## src/rtl/jt49_div_meas.sv

```systemverilog
// rtl/jt49_div_meas.sv - measures the period of a divided clock-enable train in base cen ticks
module jt49_div_meas #(
   parameter int W    = 4,
   parameter int TOUT = 32
) (
   input  logic         clk,
   input  logic         rst,
   input  logic         cen,
   input  logic         pulse_in,
   output logic [W-1:0] period,
   output logic         valid,
   output logic         locked,
   output logic         ovf
);

   typedef enum logic {IDLE, MEAS} state_t;

   localparam logic [W+1:0] MAX_PER = {2'b00, {W{1'b1}}};
   localparam logic [W+1:0] TOUT_C  = TOUT[W+1:0];

   state_t       state;
   logic [W+1:0] cnt;
   logic [W+1:0] prev;
   logic [W+1:0] cnt_nx;
   logic         in_range;

   // cnt already holds the length of the interval that ends on this tick
   assign cnt_nx   = cnt + 1'b1;
   assign in_range = (cnt <= MAX_PER);

   always_ff @(posedge clk or posedge rst) begin
      if (rst) begin
         state  <= IDLE;
         cnt    <= '0;
         prev   <= '0;
         period <= '0;
         valid  <= 1'b0;
         locked <= 1'b0;
         ovf    <= 1'b0;
      end else begin
         valid <= 1'b0;
         if (cen) begin
            case (state)
               IDLE: begin
                  if (pulse_in) begin
                     cnt   <= {{(W+1){1'b0}}, 1'b1};
                     state <= MEAS;
                  end
               end
               MEAS: begin
                  if (pulse_in) begin
                     if (in_range) begin
                        period <= cnt[W-1:0];
                        ovf    <= 1'b0;
                     end else begin
                        period <= '1;
                        ovf    <= 1'b1;
                     end
                     valid  <= 1'b1;
                     locked <= (cnt == prev) && in_range;
                     prev   <= cnt;
                     cnt    <= {{(W+1){1'b0}}, 1'b1};
                  end else if (cnt_nx == TOUT_C) begin
                     // no pulse for too long: drop lock and re-arm on the next pulse
                     state  <= IDLE;
                     ovf    <= 1'b1;
                     locked <= 1'b0;
                     cnt    <= '0;
                  end else begin
                     cnt <= cnt_nx;
                  end
               end
               default: state <= IDLE;
            endcase
         end
      end
   end

endmodule
```

## config.mk

```make
export PLATFORM = sky130hd
export DESIGN_NAME = jt49_div_meas
export DESIGN_NICKNAME = d
export VERILOG_FILES = /design/src/rtl/jt49_div_meas.sv
export SDC_FILE = /design/constraint.sdc
export NUM_CORES = 1
export LEC_CHECK = 0
export CAP_MARGIN = 10
export CORE_MARGIN = 1
export CORE_UTILIZATION = 50
export DETAILED_ROUTE_END_ITERATION = 10
export HOLD_SLACK_MARGIN = 0.02
export PLACE_DENSITY = 0.73
export SYNTH_ARGS = -nofsm -noshare
export SYNTH_HDL_FRONTEND = slang
export SYNTH_SLANG_ARGS = --single-unit
```

## constraint.sdc

```tcl
create_clock -name clk -period 2.5 [get_ports clk]
set_clock_uncertainty 0.1 [all_clocks]
set_input_delay 0.375 -clock clk [delete_from_list [all_inputs] [get_ports clk]]
set_output_delay 0.375 -clock clk [all_outputs]
set_load 0.02 [all_outputs]
```

After elaboration in Yosys (flattened, before gate mapping). Cells that the tools add are included.

Equality and inequality tests: 3. Order comparisons: 1. Mux-type cells: 16. $add $sub $neg: 1. Bitwise gates (word level): 1. Reductions and logical operators: 5.

Operators with widths (number): 6-bit 2-to-1 mux (3); 6-bit case mux with 2 select lines (1); 1-bit 2-to-1 mux (10); 6-bit by 1-bit adder with 6-bit output, second input constant (1); 6-bit equality test (1); 6-bit equality test, second input constant (1); 6-bit by 4-bit <= comparator with 1-bit output, second input constant (1); 3-bit AND reduction (2); 4-bit 2-to-1 mux (1); 2-bit inequality test, second input constant (1); 1-bit case mux with 2 select lines (1); 2-bit AND reduction (1); 2-bit nonzero test (1); 1-bit logical AND (1); 1-bit inverter (1).

Output and inout port bits: 7. Input port bits: 4. Logic and storage cells: 34. Bits in registers: 20.

Longest topological paths before layout. Gate-level depths: netlist (run 1).

Depth in word-level cells: 5. Gate-level depth with buffers: 5. Gate-level depth less buffers: 5.

Worst setup path before layout (run 1). Ideal clock, no wire load.

Path type: register to register. From: register cnt[2]. To: register locked. Slack: 0.830 ns. Arrival time: 1.442 ns. Period minus slack after synthesis: 1.670 ns. Required time: 2.272 ns. Cell stages (with the launch flop): 6. Cell sequence: dfrtp_1 > buf_6 > a311oi_2 > a22oi_2 > o31ai_4 > mux2_1.

Word-level cells in the longest chain between the ends: 4. Elaborated cells between the ends (all ways): 8. Those cells by class: add/sub: 1; order compare: 1; eq/ne: 2; mux: 1; reduce/logical: 3.

Ends and longest elaborated chain: from (decl) (line 22) `logic [W+1:0] cnt;`; from (signal assigned) (line 46) `cnt <= {{(W+1){1'b0}}, 1'b1};`; from (signal assigned) (line 62) `cnt <= {{(W+1){1'b0}}, 1'b1};`; from (signal assigned) (line 70) `cnt <= cnt_nx;`; 6-bit by 1-bit adder with 6-bit output (line 28) `assign cnt_nx = cnt + 1'b1;`; 6-bit equality test (line 63) `end else if (cnt_nx == TOUT_C) begin`; 2-bit nonzero test (no source line); 3-bit AND reduction (no source line); to (signal assigned) (line 60) `locked <= (cnt == prev) && in_range;`; to (decl) (line 12) `output logic locked,`.

Parallel ways exist; a longest one is shown, timed or not. A chain may end at the register's enable or synchronous reset.

Final worst setup path (run 1). Same ends and word-level chain as after synthesis.

==> results by group, run 1 <==
Run status
  • Status: completed

Critical path
  • Crit path max-delay family: compound AO/OA/AOI/OAI gates
  • CP max stage delay: 0.52 ns
  • Worst r2r path cells: 4
  • Slowest cell on the critical path: dfrtp_1
  • Crit start category: register
  • R2r setup slk: 0.66 ns
  • Reg-to-Reg Start: cnt[2]
  • R2R Path End: locked
  • Worst Path Max Fanout: 10
  • Critical-path cell list: a311oi_2 > a22oi_2 > o31ai_4 > mux2_1
  • Crit end category: register
  • CP arrival: 1.93 ns
  • Crit path kind: register to register
  • WP data required: 2.59 ns
  • Worst path bufs/invs: 0

Final layout
  • Layout cell share with drive strength beyond 1: 14.2%
  • N_diodes: 0
  • Area grow syn2layout: 12.6%
  • Filler Cells Inserted: 164
  • Commonest non-fill, non-tap cell in the layout: dfrtp_1
  • Register area: 500 µm²
  • Multi-input gate area: 463 µm²
  • Commonest non-fill, non-tap cells in the layout: dfrtp_1, nand2_1, o21ai_0, clkdlybuf4s50_1
  • Fin nets: 112
  • Final Non-Filler Cells: 133

Hold path
  • Min-Delay Path Depth: 2
  • Hold_sp: period[1]
  • Hold EP: period[1]
  • Hold Crit Class: register to register

GRT
  • First-pass GRT wire length: 2940 µm
  • Gr usage total: 19.3%
  • Vias in the first global route: 637
  • GRT overflow: 0
  • Pin count of the biggest net entering global routing: 21
  • Initial antenna violation count: 0

Yosys
  • Async SR Flop Fraction: 100%
  • Sequential share of the synthesized area: 48.9%
  • Post-synth top area share: 48.9%
  • Post-synth design cell area: 1020 µm²
  • Ys flop type: dfrtp_1
  • Yosys warning count: 0
  • Post-Syn Instances: 100
  • Syn Nets: 105
  • Largest cells by area after synthesis: dfrtp_1, mux2_2, o21ai_0, nand2_1, nor3_1
  • Leading area contributor after synthesis: dfrtp_1
  • Netlist cell types: 33
  • Number of enable flip-flop cells after synthesis: 0
  • Synth Register Bits: 20
  • Syn avg cell area: 10.2 µm²

STA
  • Final Setup Violations: 0
  • Max Slew Vio Count: 0
  • Max Freq: 0.543 GHz
  • RSZ-0062 raised after global routing: false
  • Slew margin rel.: 50.8%
  • Fin. Hold Viols: 0
  • WHS: 0.385 ns
  • Worst slew pin tran: 0.738 ns
  • Setup_tns: 0 ns
  • Fin crit period: 1.84 ns
  • Crit share post-route: 73.6%

Floorplan
  • Die height: 47.2 µm
  • # rows: 16
  • DIE AREA: 2230 µm²
  • I/O pins: 11
  • Initial Util: 52.7%
  • Die Width: 47.2 µm
  • Core Area: 1940 µm²

Routing
  • Vias per inst: 5.65
  • Drt pass-1 iters: 4
  • Antenna Nets Post-Route: 0
  • DRC errors left: 0
  • DR iter-0 viols: 25
  • Drt wl/cell: 13.5 µm
  • Vias: 751
  • WL final: 1800 µm

Clocking
  • Post-CTS Setup Bufs: 0
  • CTS Buf Count: 3
  • Worst-path clk slew: 0.11 ns
  • Clk sinks: 20
  • Resized cells post-CTS: 0
  • CTS Root Cell: clkbuf_4
  • CTS tree: built
  • Worst skew pair latency: 0.29 ns
  • # H-tree levels: 1
  • CTS max path bufs: 2
  • Cts hold-fix bufs: 0

Power and ir drop
  • NetSw: 218 µW
  • Peak VDD IR: 0.381 mV
  • Reg power frac: 53.8%
  • P_leak: 0.493 nW
  • Logic pwr share: 22.0%
  • Pwr Density: 655 nW/µm²
  • P_int: 537 µW
  • Clock Power Share: 24.2%
  • Overall Power: 755 µW
  • Net Sw Frac: 28.8%

Placed design
  • Placed Cells: 129
  • Routability cong.: 0.872
  • Placed wire-length estimate: 1260 µm
  • I/O Buffers: 10

Job
  • Max_cap viols: 0
==> final cells by class <==
class / count / area share (%)
Multi-Input combinational cell: 68 / 40.2
Timing Repair Buffer: 11 / 9.34
Clock buffer: 4 / 3.15
Tap cell: 27 / 2.93
Sequential cell: 20 / 43.4
Inverter: 3 / 0.977
==> sequential cells by signal, summed over array words and instances, names as in the netlist <==
signal  count
cnt         6
locked      1
ovf         1
period      4
prev        6
state       1
valid       1
==> routing by layer <==
layer	GRT usage [%]	vias to the layer above	share of wire, %
li1	-	366	-
met1	26.0	358	46
met2	31.2	23	48
met3	3.46	4	4.4
met4	6.86	0	1.4
met5	0	-	0
==> synthesized netlist by cell type (2+ instances only) <==
master,count
dfrtp_1,20
nand2_1,14
o21ai_0,12
mux2_2,6
nor3_1,6
buf_2,5
inv_1,3
nand3_1,3
xnor2_1,3
a21oi_1,2
clkbuf_1,2
nor2_1,2
xor2_1,2
==> power by group through the flow <==
stage | logic, mW | registers, mW | clock network, mW
after floorplan | 0.105 | 0.415 | 0
after global placement | 0.165 | 0.410 | 0
after detailed placement | 0.167 | 0.413 | 0
after CTS | 0.168 | 0.407 | 0.189
after global routing | 0.186 | 0.412 | 0.201
final | 0.166 | 0.406 | 0.183
==> metrics by stage <==
stage	setup slack, ns	util [%]	instance area [µm²]
floorplan	0.830	-	1020
global placement	0.449	57.5	1120
detailed placement	0.412	57.5	1120
CTS	0.653	59.3	1150
global route	0.547	59.3	1150
finish	0.659	59.3	1150
==> kinds of logic after synthesis <==
| kind of cell | Yosys count | synth area share, % |
|---|---|---|
| compound gates | 21 | 14.8 |
| buf+inv | 12 | 5.87 |
| xor+xnor | 5 | 4.28 |
| simple gates | 34 | 17.2 |
| fa+ha+maj | 1 | 1.22 |
| mux | 7 | 7.70 |
| flops | 20 | 48.9 |
==> worst max path at each step <==
stage                     startpoint  endpoint  slack, ns  depth (start not counted)
final                         cnt[2]    locked       0.66                          4
after global routing          cnt[2]    locked       0.55                          4
after CTS                     cnt[2]    locked       0.65                          4
after detailed placement         cen    locked       0.41                          4
after global placement           cen    locked       0.45                          4
after floorplan               cnt[2]    locked       0.83                          5
==> worst register-to-register path: cells and delay by family (launching register included) <==
kind,cells,cell delay [ns]
flip-flops,1,0.52
AO/OA/AOI/OAI,3,0.77
multiplexers,1,0.35
(Power assumes the default switching activity.)
==> inputs of run 2 (changes only) <==
- CORE_UTILIZATION: 50 -> 49
- PLACE_DENSITY: 0.73 -> 0.74
- clock period: 2.5 -> 1.5 ns (I/O delays scaled with it)
==> run 2 against run 1 <==
Compared with the run above: the run now ends with negative setup slack left; critical path depth did not move; design area rose by 18%; combinational power rose by 130%; maximum frequency rose by 11%; power rose by 78%; sequential cell count did not move; largest power group unchanged.
==> results by group, run 2 (synthesis results as in run 1) <==
Critical path
  • Levels on crit path: 4 (unchanged)
  • CP arrival: 1.75 ns (-0.18 ns)
  • Worst path bufs/invs: 0 (unchanged)
  • Crit end category: register
  • Crit path kind: register to register
  • Worst Path Max Fanout: 2 (-8)
  • Slowest cell on the critical path: dfrtp_1
  • Worst r2r path cells: 4 (unchanged)
  • CP max stage delay: 0.42 ns (-0.10 ns)
  • WP data required: 1.59 ns (-1.00 ns)
  • Crit path max-delay family: compound AO/OA/AOI/OAI gates
  • CP endpoint: locked
  • Critical-path cell list: a311oi_2 > a22oi_2 > o31ai_4 > mux2_4
  • Reg-to-Reg Start: cnt[2]
  • Worst setup startpoint: cnt[2]
  • Crit start category: register
  • R2r setup slk: -0.16 ns (-0.82 ns)
  • R2R Path End: locked

Final layout
  • Area grow syn2layout: 32.6%
  • Filler Cells Inserted: 157 (-4.3%)
  • Layout cell share with drive strength beyond 1: 34.1% (+20 points)
  • Fin nets: 135 (+21%)
  • Util after Layout: 69.2% (+9.9 points)
  • Top Registers: cnt (6), prev (6), period (4)
  • Final Non-Filler Cells: 156 (+17%)
  • N_diodes: 0 (unchanged)
  • Layout Cell Area excl Fill: 1360 µm² (+18%)
  • Commonest non-fill, non-tap cells in the layout: buf_4, dfrtp_1, nand2_1, o21ai_0, dlygate4sd2_1
  • Commonest non-fill, non-tap cell in the layout: buf_4

Run status
  • Failing checks: negative setup slack
  • Status: complete, but fails checks

Floorplan
  • I/O pins: 11 (unchanged)
  • Die height: 47.7 µm (+0.96%)
  • Initial Util: 52.2% (-0.54 points)
  • Core Area: 1960 µm² (+1.0%)
  • DIE AREA: 2280 µm² (+1.9%)
  • Die Width: 47.7 µm (+0.96%)
  • # rows: 16 (unchanged)

Routing
  • Drt wl/cell: 14.0 µm (+3.5%)
  • WL final: 2180 µm (+21%)
  • DR iter-0 viols: 15 (-40%)
  • Vias per inst: 5.35 (-5.2%)
  • Antenna Nets Post-Route: 0 (unchanged)
  • Drt pass-1 iters: 4 (unchanged)
  • DRC errors left: 0 (unchanged)
  • Vias: 835 (+11%)

Placed design
  • Dpl cell area: 1280 µm² (+15%)
  • Placed Cells: 151 (+17%)
  • I/O Buffers: 10 (unchanged)
  • DP Worst Slack: -0.195 ns (-0.607 ns)
  • Placed wire-length estimate: 1640 µm (+30%)
  • Routability cong.: 0.851 (-2.3%)

STA
  • Fin crit period: 1.66 ns (-0.185 ns)
  • Max Freq: 0.604 GHz (+11%)
  • Slew margin rel.: 81.3% (+31 points)
  • Setup_tns: -0.172 ns (-0.172 ns)
  • Final Setup Violations: 3 (+3)
  • RSZ-0062 raised after global routing: true
  • Fin worst setup slack: -0.156 ns (-0.815 ns)
  • Fin. Hold Viols: 0 (unchanged)
  • Max Slew Vio Count: 0 (unchanged)
  • Worst slew pin tran: 0.276 ns (-0.461 ns)
  • Crit share post-route: 110% (+37 points)
  • WHS: 0.142 ns (-0.243 ns)

Hold path
  • Hold Crit Class: primary input to asynchronous set/reset pin

GRT
  • Initial antenna violation count: 0 (unchanged)
  • Vias in the first global route: 778 (+22%)
  • GRT overflow: 0 (unchanged)
  • Pin count of the biggest net entering global routing: 21 (unchanged)
  • First-pass GRT wire length: 3510 µm (+19%)
  • Gr usage total: 22.2% (+2.9 points)

Clocking
  • CTS max path bufs: 2 (unchanged)
  • CTS tree: built
  • Clk sinks: 20 (unchanged)
  • CTS Buf Count: 3 (unchanged)
  • Worst skew pair latency: 0.30 ns (about the same)
  • CTS Root Cell: clkbuf_4
  • Worst-path clk slew: 0.11 ns (about the same)
  • # H-tree levels: 1 (unchanged)

Power and ir drop
  • Peak VDD IR: 0.803 mV (+110%)
  • Overall Power: 1.35 mW (+78%)
  • Logic pwr share: 28.0% (+6.0 points)
  • Net Sw Frac: 29.9% (+1.0 points)
  • Pwr Density: 991 nW/µm² (+51%)
  • NetSw: 402 µW (+85%)
  • Clock Power Share: 23.3% (-0.9 points)
  • P_int: 944 µW (+76%)
  • Reg power frac: 48.7% (-5.1 points)
  • P_leak: 0.636 nW (+29%)

Job
  • Max_cap viols: 0 (unchanged)
==> run 2: power groups by stage <==
stage / Clock [mW] / Combinational (mW) / Sequential [mW]
2_1_floorplan: 0 / 0.175 / 0.692
3_3_place_gp: 0 / 0.358 / 0.660
3_5_place_dp: 0 / 0.367 / 0.668
4_1_cts: 0.320 / 0.371 / 0.655
5_1_grt: 0.339 / 0.418 / 0.661
6_report: 0.314 / 0.377 / 0.655
==> run 2: how the worst min path moves through the flow <==
stage | startpoint | end | depth (start not counted)
floorplan | rst | cnt[0] | 1
global placement | period[3] | period[3] | 2
detailed placement | period[3] | period[3] | 2
CTS | rst | period[1] | 3
global route | rst | prev[0] | 3
finish | rst | cnt[4] | 3
==> run 2: worst register-to-register path: stages, from the launching register on <==
cell      delay (ns)
dfrtp_1         0.42
a311oi_2        0.34
a22oi_2         0.16
o31ai_4         0.22
mux2_4          0.32
==> run 2: cell type report <==
| cell class | instances | area, µm² | share of cell area [%] |
|---|---|---|---|
| flip-flops and latches | 20 | 500 | 36.9 |
| inverters | 3 | 11.3 | 0.829 |
| well taps | 27 | 33.8 | 2.49 |
| multi-input cells | 68 | 497 | 36.6 |
| repair buffers | 34 | 279 | 20.6 |
| clock buffers | 4 | 36.3 | 2.67 |
==> run 2: layer usage <==
layer,global-route usage [%],wire (µm),vias to the layer above
li1,-,-,412
met1,29.9,1040,406
met2,36.5,1080,15
met3,3.02,54,2
met4,8.33,11,0
met5,0,0,-
==> run 2: repair_timing <==
action,CTS,global route
hold buffers,0,0
pin swaps,4,5
setup buffers,2,0
gates resized for setup,13,6
endpoints found under the setup margin,12,5
